File: src/rtl/mmio_io_responder.sv
// Memory-mapped I/O responder on the CPU data bus.
// Provides a 32-bit output port, a synchronized 8-bit input port and a
// buffered 8N1 UART transmitter in a 16-byte register window:
//   0x0 PORTOUT (rw), 0x4 PORTIN (ro), 0x8 TXDATA (wo), 0xC STATUS.
//
// TX FSM states:
//   state   | meaning
//   S_IDLE  | line high, waiting for a byte in the FIFO
//   S_START | start bit (low) for CLKS_PER_BIT cycles
//   S_DATA  | 8 data bits, LSB first, CLKS_PER_BIT cycles each
//   S_STOP  | stop bit (high); chains straight into the next frame if queued
module mmio_io_responder #(
    parameter logic [31:0] BASE_ADDR    = 32'hFFFF_0000,
    parameter int          CLKS_PER_BIT = 16,
    parameter int          FIFO_DEPTH   = 4
) (
    input  logic        clk,
    input  logic        reset,
    input  logic [31:0] Address,
    input  logic [31:0] WriteData,
    input  logic        MemWrite,
    input  logic        MemRead,
    input  logic [7:0]  PortIn,
    output logic [31:0] ReadData,
    output logic        Hit,
    output logic [31:0] PortOut,
    output logic        UartTx,
    output logic        TxBusy
);

    localparam int PW = $clog2(FIFO_DEPTH);
    localparam int CW = PW + 1;
    localparam int BW = $clog2(CLKS_PER_BIT);
    localparam logic [CW-1:0] DEPTH_C  = CW'(FIFO_DEPTH);
    localparam logic [BW-1:0] BIT_LAST = BW'(CLKS_PER_BIT - 1);

    typedef enum logic [1:0] {
        S_IDLE  = 2'd0,
        S_START = 2'd1,
        S_DATA  = 2'd2,
        S_STOP  = 2'd3
    } tx_state_t;

    logic [1:0]    offset;
    logic          wr_en;
    logic          push;
    logic          push_ok;
    logic          pop;
    logic          clr_ovf;

    logic [31:0]   port_out_q;
    logic [7:0]    sync1;
    logic [7:0]    sync2;

    logic [7:0]    fifo_mem [FIFO_DEPTH];
    logic [PW-1:0] wr_ptr;
    logic [PW-1:0] rd_ptr;
    logic [CW-1:0] count;
    logic [4:0]    count_ext;
    logic          overflow;
    logic          full;
    logic          empty;

    tx_state_t     state, state_n;
    logic [BW-1:0] bit_cnt, bit_cnt_n;
    logic [2:0]    bit_idx, bit_idx_n;
    logic [7:0]    shift, shift_n;
    logic          bit_end;
    logic          tx_q, tx_n;
    logic          busy_q, busy_n;
    logic [31:0]   status_word;

    // Only word-aligned accesses inside the window are claimed.
    assign Hit     = (Address[31:4] == BASE_ADDR[31:4]) && (Address[1:0] == 2'b00);
    assign offset  = Address[3:2];
    assign wr_en   = MemWrite && Hit;
    assign push    = wr_en && (offset == 2'd2);
    assign clr_ovf = wr_en && (offset == 2'd3) && WriteData[3];

    assign full    = (count == DEPTH_C);
    assign empty   = (count == '0);
    // A pop in the same cycle frees a slot, so a push at full still lands.
    assign push_ok = push && (!full || pop);
    assign count_ext = 5'(count);

    assign status_word = {23'b0, count_ext, overflow, empty, full, busy_q};
    assign PortOut = port_out_q;
    assign UartTx  = tx_q;
    assign TxBusy  = busy_q;
    assign bit_end = (bit_cnt == BIT_LAST);

    // Combinational load data; zero unless this is a load hitting the window.
    always_comb begin
        ReadData = 32'h0;
        if (MemRead && Hit) begin
            case (offset)
                2'd0:    ReadData = port_out_q;
                2'd1:    ReadData = {24'b0, sync2};
                2'd2:    ReadData = 32'h0;
                default: ReadData = status_word;
            endcase
        end
    end

    // Output port register and two-flop input synchronizer.
    always_ff @(posedge clk or posedge reset) begin
        if (reset) begin
            port_out_q <= 32'h0;
            sync1      <= 8'h0;
            sync2      <= 8'h0;
        end else begin
            sync1 <= PortIn;
            sync2 <= sync1;
            if (wr_en && (offset == 2'd0)) begin
                port_out_q <= WriteData;
            end
        end
    end

    // FIFO storage; contents are don't-care while count is zero.
    always_ff @(posedge clk) begin
        if (push_ok) begin
            fifo_mem[wr_ptr] <= WriteData[7:0];
        end
    end

    // FIFO pointers, occupancy and sticky overflow flag.
    always_ff @(posedge clk or posedge reset) begin
        if (reset) begin
            wr_ptr   <= '0;
            rd_ptr   <= '0;
            count    <= '0;
            overflow <= 1'b0;
        end else begin
            if (push_ok) begin
                wr_ptr <= wr_ptr + 1'b1;
            end
            if (pop) begin
                rd_ptr <= rd_ptr + 1'b1;
            end
            case ({push_ok, pop})
                2'b10:   count <= count + 1'b1;
                2'b01:   count <= count - 1'b1;
                default: count <= count;
            endcase
            if (push && !push_ok) begin
                overflow <= 1'b1;
            end else if (clr_ovf) begin
                overflow <= 1'b0;
            end
        end
    end

    // TX state register; line output and busy are registered to stay glitch-free.
    always_ff @(posedge clk or posedge reset) begin
        if (reset) begin
            state   <= S_IDLE;
            bit_cnt <= '0;
            bit_idx <= 3'd0;
            shift   <= 8'h0;
            tx_q    <= 1'b1;
            busy_q  <= 1'b0;
        end else begin
            state   <= state_n;
            bit_cnt <= bit_cnt_n;
            bit_idx <= bit_idx_n;
            shift   <= shift_n;
            tx_q    <= tx_n;
            busy_q  <= busy_n;
        end
    end

    // TX next-state, FIFO pop and next line level.
    always_comb begin
        state_n   = state;
        bit_cnt_n = bit_cnt;
        bit_idx_n = bit_idx;
        shift_n   = shift;
        pop       = 1'b0;
        if (state != S_IDLE) begin
            bit_cnt_n = bit_end ? '0 : bit_cnt + 1'b1;
        end
        case (state)
            S_IDLE: begin
                if (!empty) begin
                    pop       = 1'b1;
                    shift_n   = fifo_mem[rd_ptr];
                    bit_cnt_n = '0;
                    state_n   = S_START;
                end
            end
            S_START: begin
                if (bit_end) begin
                    state_n = S_DATA;
                end
            end
            S_DATA: begin
                if (bit_end) begin
                    shift_n   = {1'b0, shift[7:1]};
                    bit_idx_n = bit_idx + 3'd1;
                    if (bit_idx == 3'd7) begin
                        bit_idx_n = 3'd0;
                        state_n   = S_STOP;
                    end
                end
            end
            default: begin
                if (bit_end) begin
                    if (!empty) begin
                        pop     = 1'b1;
                        shift_n = fifo_mem[rd_ptr];
                        state_n = S_START;
                    end else begin
                        state_n = S_IDLE;
                    end
                end
            end
        endcase
        tx_n   = (state_n == S_DATA) ? shift_n[0] : (state_n != S_START);
        busy_n = (state_n != S_IDLE);
    end

endmodule

File: config.mk
export PLATFORM = sky130hd
export DESIGN_NAME = mmio_io_responder
export DESIGN_NICKNAME = d
export VERILOG_FILES = /design/src/rtl/mmio_io_responder.sv
export SDC_FILE = /design/constraint.sdc
export NUM_CORES = 1
export LEC_CHECK = 0
export BUFFER_PORTS_ARGS = -buffer_cell sky130_fd_sc_hd__buf_4
export CORE_AREA = 2 2 138 86
export DETAILED_ROUTE_END_ITERATION = 10
export DIE_AREA = 0 0 140 88
export GPL_TIMING_DRIVEN = 1
export PLACE_DENSITY = 0.75
export SETUP_SLACK_MARGIN = 0.3
export SLEW_MARGIN = 20
export SYNTH_ARGS = -nofsm -noshare
export SYNTH_HDL_FRONTEND = slang
export SYNTH_SLANG_ARGS = --single-unit
File: constraint.sdc
create_clock -name clk -period 6.2 [get_ports clk]
set_input_delay 1.24 -clock clk [delete_from_list [all_inputs] [get_ports clk]]
set_output_delay 1.24 -clock clk [all_outputs]
set_load 0.05 [all_outputs]
==> flow_summary.json <==
{
  "status": "complete, no violations",
  "pwr-share-comb_pct": 4.5,
  "synth_edf_count": 32,
  "drive_above_1_share_pct": 45.4,
  "rows": 30,
  "initial_core_util_pct": 44.0,
  "final_nets": 572,
  "yosysSeqAreaShare_pct": 58.3,
  "max_freq_mhz": 208,
  "syn2layout_area_growth_pct": 31.3,
  "ff2ff_setup_slack_ps": 3670,
  "startpoint_type": "input port",
  "drt-total-wl_mm": 11.5,
  "worstRegToRegCells": 8,
  "design_area_um2": 6390,
  "vias": 3315,
  "ys.flop_type": "dfrtp_1",
  "syn_area_um2": 4870,
  "switchingPower_uw": 278,
  "clkTransAtPathRegs_ps": 70,
  "hold_path.startpoint": "sync1[5]$_DFF_PP0_",
  "grt_pass1_vias": 3360,
  "syn_nets": 431,
  "core_um2": 11100,
  "met3_length_um": 617,
  "cts_resized": 0,
  "cts_buffer_depth": 2,
  "clkLatencyLatePin_ps": 340,
  "synth_top_area_cell": "dfrtp_1",
  "seqPwrFrac_pct": 51.5,
  "die_area_um2": 12300,
  "rsz0062_at_grt": "no",
  "top_layer": "met4",
  "ctsHoldBuffers": 0,
  "ios": 143,
  "die_width_um": 140,
  "grt_pass1_wl_mm": 17.8,
  "path_max_fanout": 24,
  "drtPass1Iterations": 5,
  "hold_viol_final": 0,
  "async_reset_ff_share_pct": 70.1,
  "tritoncts": "yes",
  "cts_buffers": 9,
  "tns_ps": 0,
  "netlist_instances": 347,
  "fin_crit_ps": 4800,
  "maxSlewViolCount": 0,
  "ir_drop_mv": 0.121,
  "drtIter0Drc": 221,
  "power_density_nw_per_um2": 223,
  "synthTopCellsByCount": "74 x dfrtp_1, 32 x edfxtp_1, 31 x mux2_4",
  "n_antenna_cell": 0,
  "skew_ps": 6.17,
  "grt_max_degree": 76,
  "relSlewSlack_pct": 36.0,
  "wl_met2_mm": 5.66,
  "postCtsSetupBuffers": 0,
  "portBuffers": 142,
  "cp.arrival_ps": 3560,
  "cts_max_level": 3,
  "p_int_mw": 1.15,
  "hp-class": "reg2reg",
  "grt_usage_pct": 19.0,
  "gp_congestion": 0.822,
  "yosysUniqueCellTypes": 57,
  "r2r_start": "bit_cnt[0]$_DFF_PP0_",
  "swShare_pct": 19.6,
  "cp-startpoint": "Address[7]",
  "path_class": "in2out",
  "synth_area_leaders": "dfrtp_1 38%, edfxtp_1 20%, mux2_4 9.6%, mux4_2 3.7%, and2_1 3.6%",
  "leakagePower_nw": 2.98,
  "wire_per_inst_um": 18.1,
  "fp.dieH_um": 88,
  "cts.sinks": 107,
  "pwr-share-clk_pct": 44.0,
  "holdPathStages": 0,
  "antenna_left": 0,
  "antenna_found_initial": 0,
  "routed_via_density": 5.20,
  "drc": 0,
  "wl_met1_mm": 5.15,
  "period_share_pct": 77.4,
  "cap_violations": 0,
  "setup_viol": 0,
  "synth_top_area_share_pct": 38.0,
  "worstSetupEndpointType": "output pin",
  "ys_warn_count": 0,
  "power_mw": 1.42,
  "placed_area_um2": 6050,
  "place_hpwl_mm": 8.46,
  "worstPathRequired_ps": 4960,
  "clock-root-buffer": "clkbuf_16",
  "ys_ff_latch": 107,
  "syn_avg_cell_area_um2": 14.0,
  "overflow": 0,
  "tightest_slew_ps": 960,
  "yosysMostFrequentCell": "dfrtp_1"
}
[metrics by stage]
step,setup WS [ps],cells,util [%],hold WS [ps]
floorplan,1580,347,-,331
global placement,1320,621,54.6,333
detailed placement,1150,621,54.6,335
CTS,1150,637,57.7,350
global route,1230,637,57.7,356
finish,1400,637,57.7,347
[power groups by stage]
stage          clock, mW  sequential (mW)  combinational, mW
3_3_place_gp           0            0.748             0.0625
4_1_cts            0.639            0.733             0.0645
3_5_place_dp           0            0.748             0.0646
5_1_grt            0.669            0.734             0.0696
2_1_floorplan          0            0.747             0.0181
6_report           0.627            0.734             0.0637
[layout by cell type, fill, tap and decap left out, drive strengths merged, types with 10 or more instances in the layout]
cell type / Yosys / layout
nor2: 18 / 18
and2: 29 / 29
nand2: 22 / 22
edfxtp: 32 / 32
buf: 7 / 144
clkbuf: 7 / 11
mux2: 43 / 43
a21oi: 10 / 10
a22oi: 13 / 13
dfrtp: 74 / 74
[critical path, cell delays in order]
cell,delay [ps]
buf_4,100
nor4_1,570
and4bb_1,370
nand3_2,240
nor3_4,600
and2_1,230
buf_4,200
[area by class of cell]
type                    count  area (um^2)
fillers                   877         4680
flip-flops and latches    107         2840
multi-input cells         219         1930
repair buffers            144         1080
clock buffers              11          253
well taps                 144          180
clock inverters             5         83.8
inverters                   7         26.3
[registers in the layout (all words and copies together) (netlist names)]
signal,count
PortOut,32
fifo_mem,32
shift,8
sync1,8
sync2,8
bit_cnt,4
bit_idx,3
count,3
rd_ptr,2
state,2
wr_ptr,2
TxBusy,1
UartTx,1
overflow,1
[final timing paths]
path                                                to
worst max-delay path                      ReadData[24]
worst min-delay path                sync2[5]$_DFF_PP0_
worst max register to register    count[2]$_DFFE_PP0P_
worst min register to register      sync2[5]$_DFF_PP0_
max in group asynchronous       PortOut[1]$_DFFE_PP0P_
min in group asynchronous             TxBusy$_DFF_PP0_
[kinds of logic (layout without fill, tap and decap cells)]
kind of cell               Yosys count  count (layout)  synth area share [%]
AOI/OAI and AO/OA                   41              41                  5.73
xor gates and xnor gates             5               5                 0.900
adders and majority gates            9               9                  2.42
buffers and inverters               21             167                  2.16
DFF                                107             107                  58.3
muxes                               53              53                  16.5
and+or+nand+nor                    111             111                  14.0
[per-layer routing]
| metal | vias to the layer above | track usage (%) |
|---|---|---|
| met3 | 8 | 5.08 |
| li1 | 1545 | - |
| met1 | 1662 | 26.4 |
| met5 | - | 0 |
| met4 | 0 | 5.69 |
| met2 | 100 | 29.8 |
No activity file was read; power rests on OpenSTA's default activity.
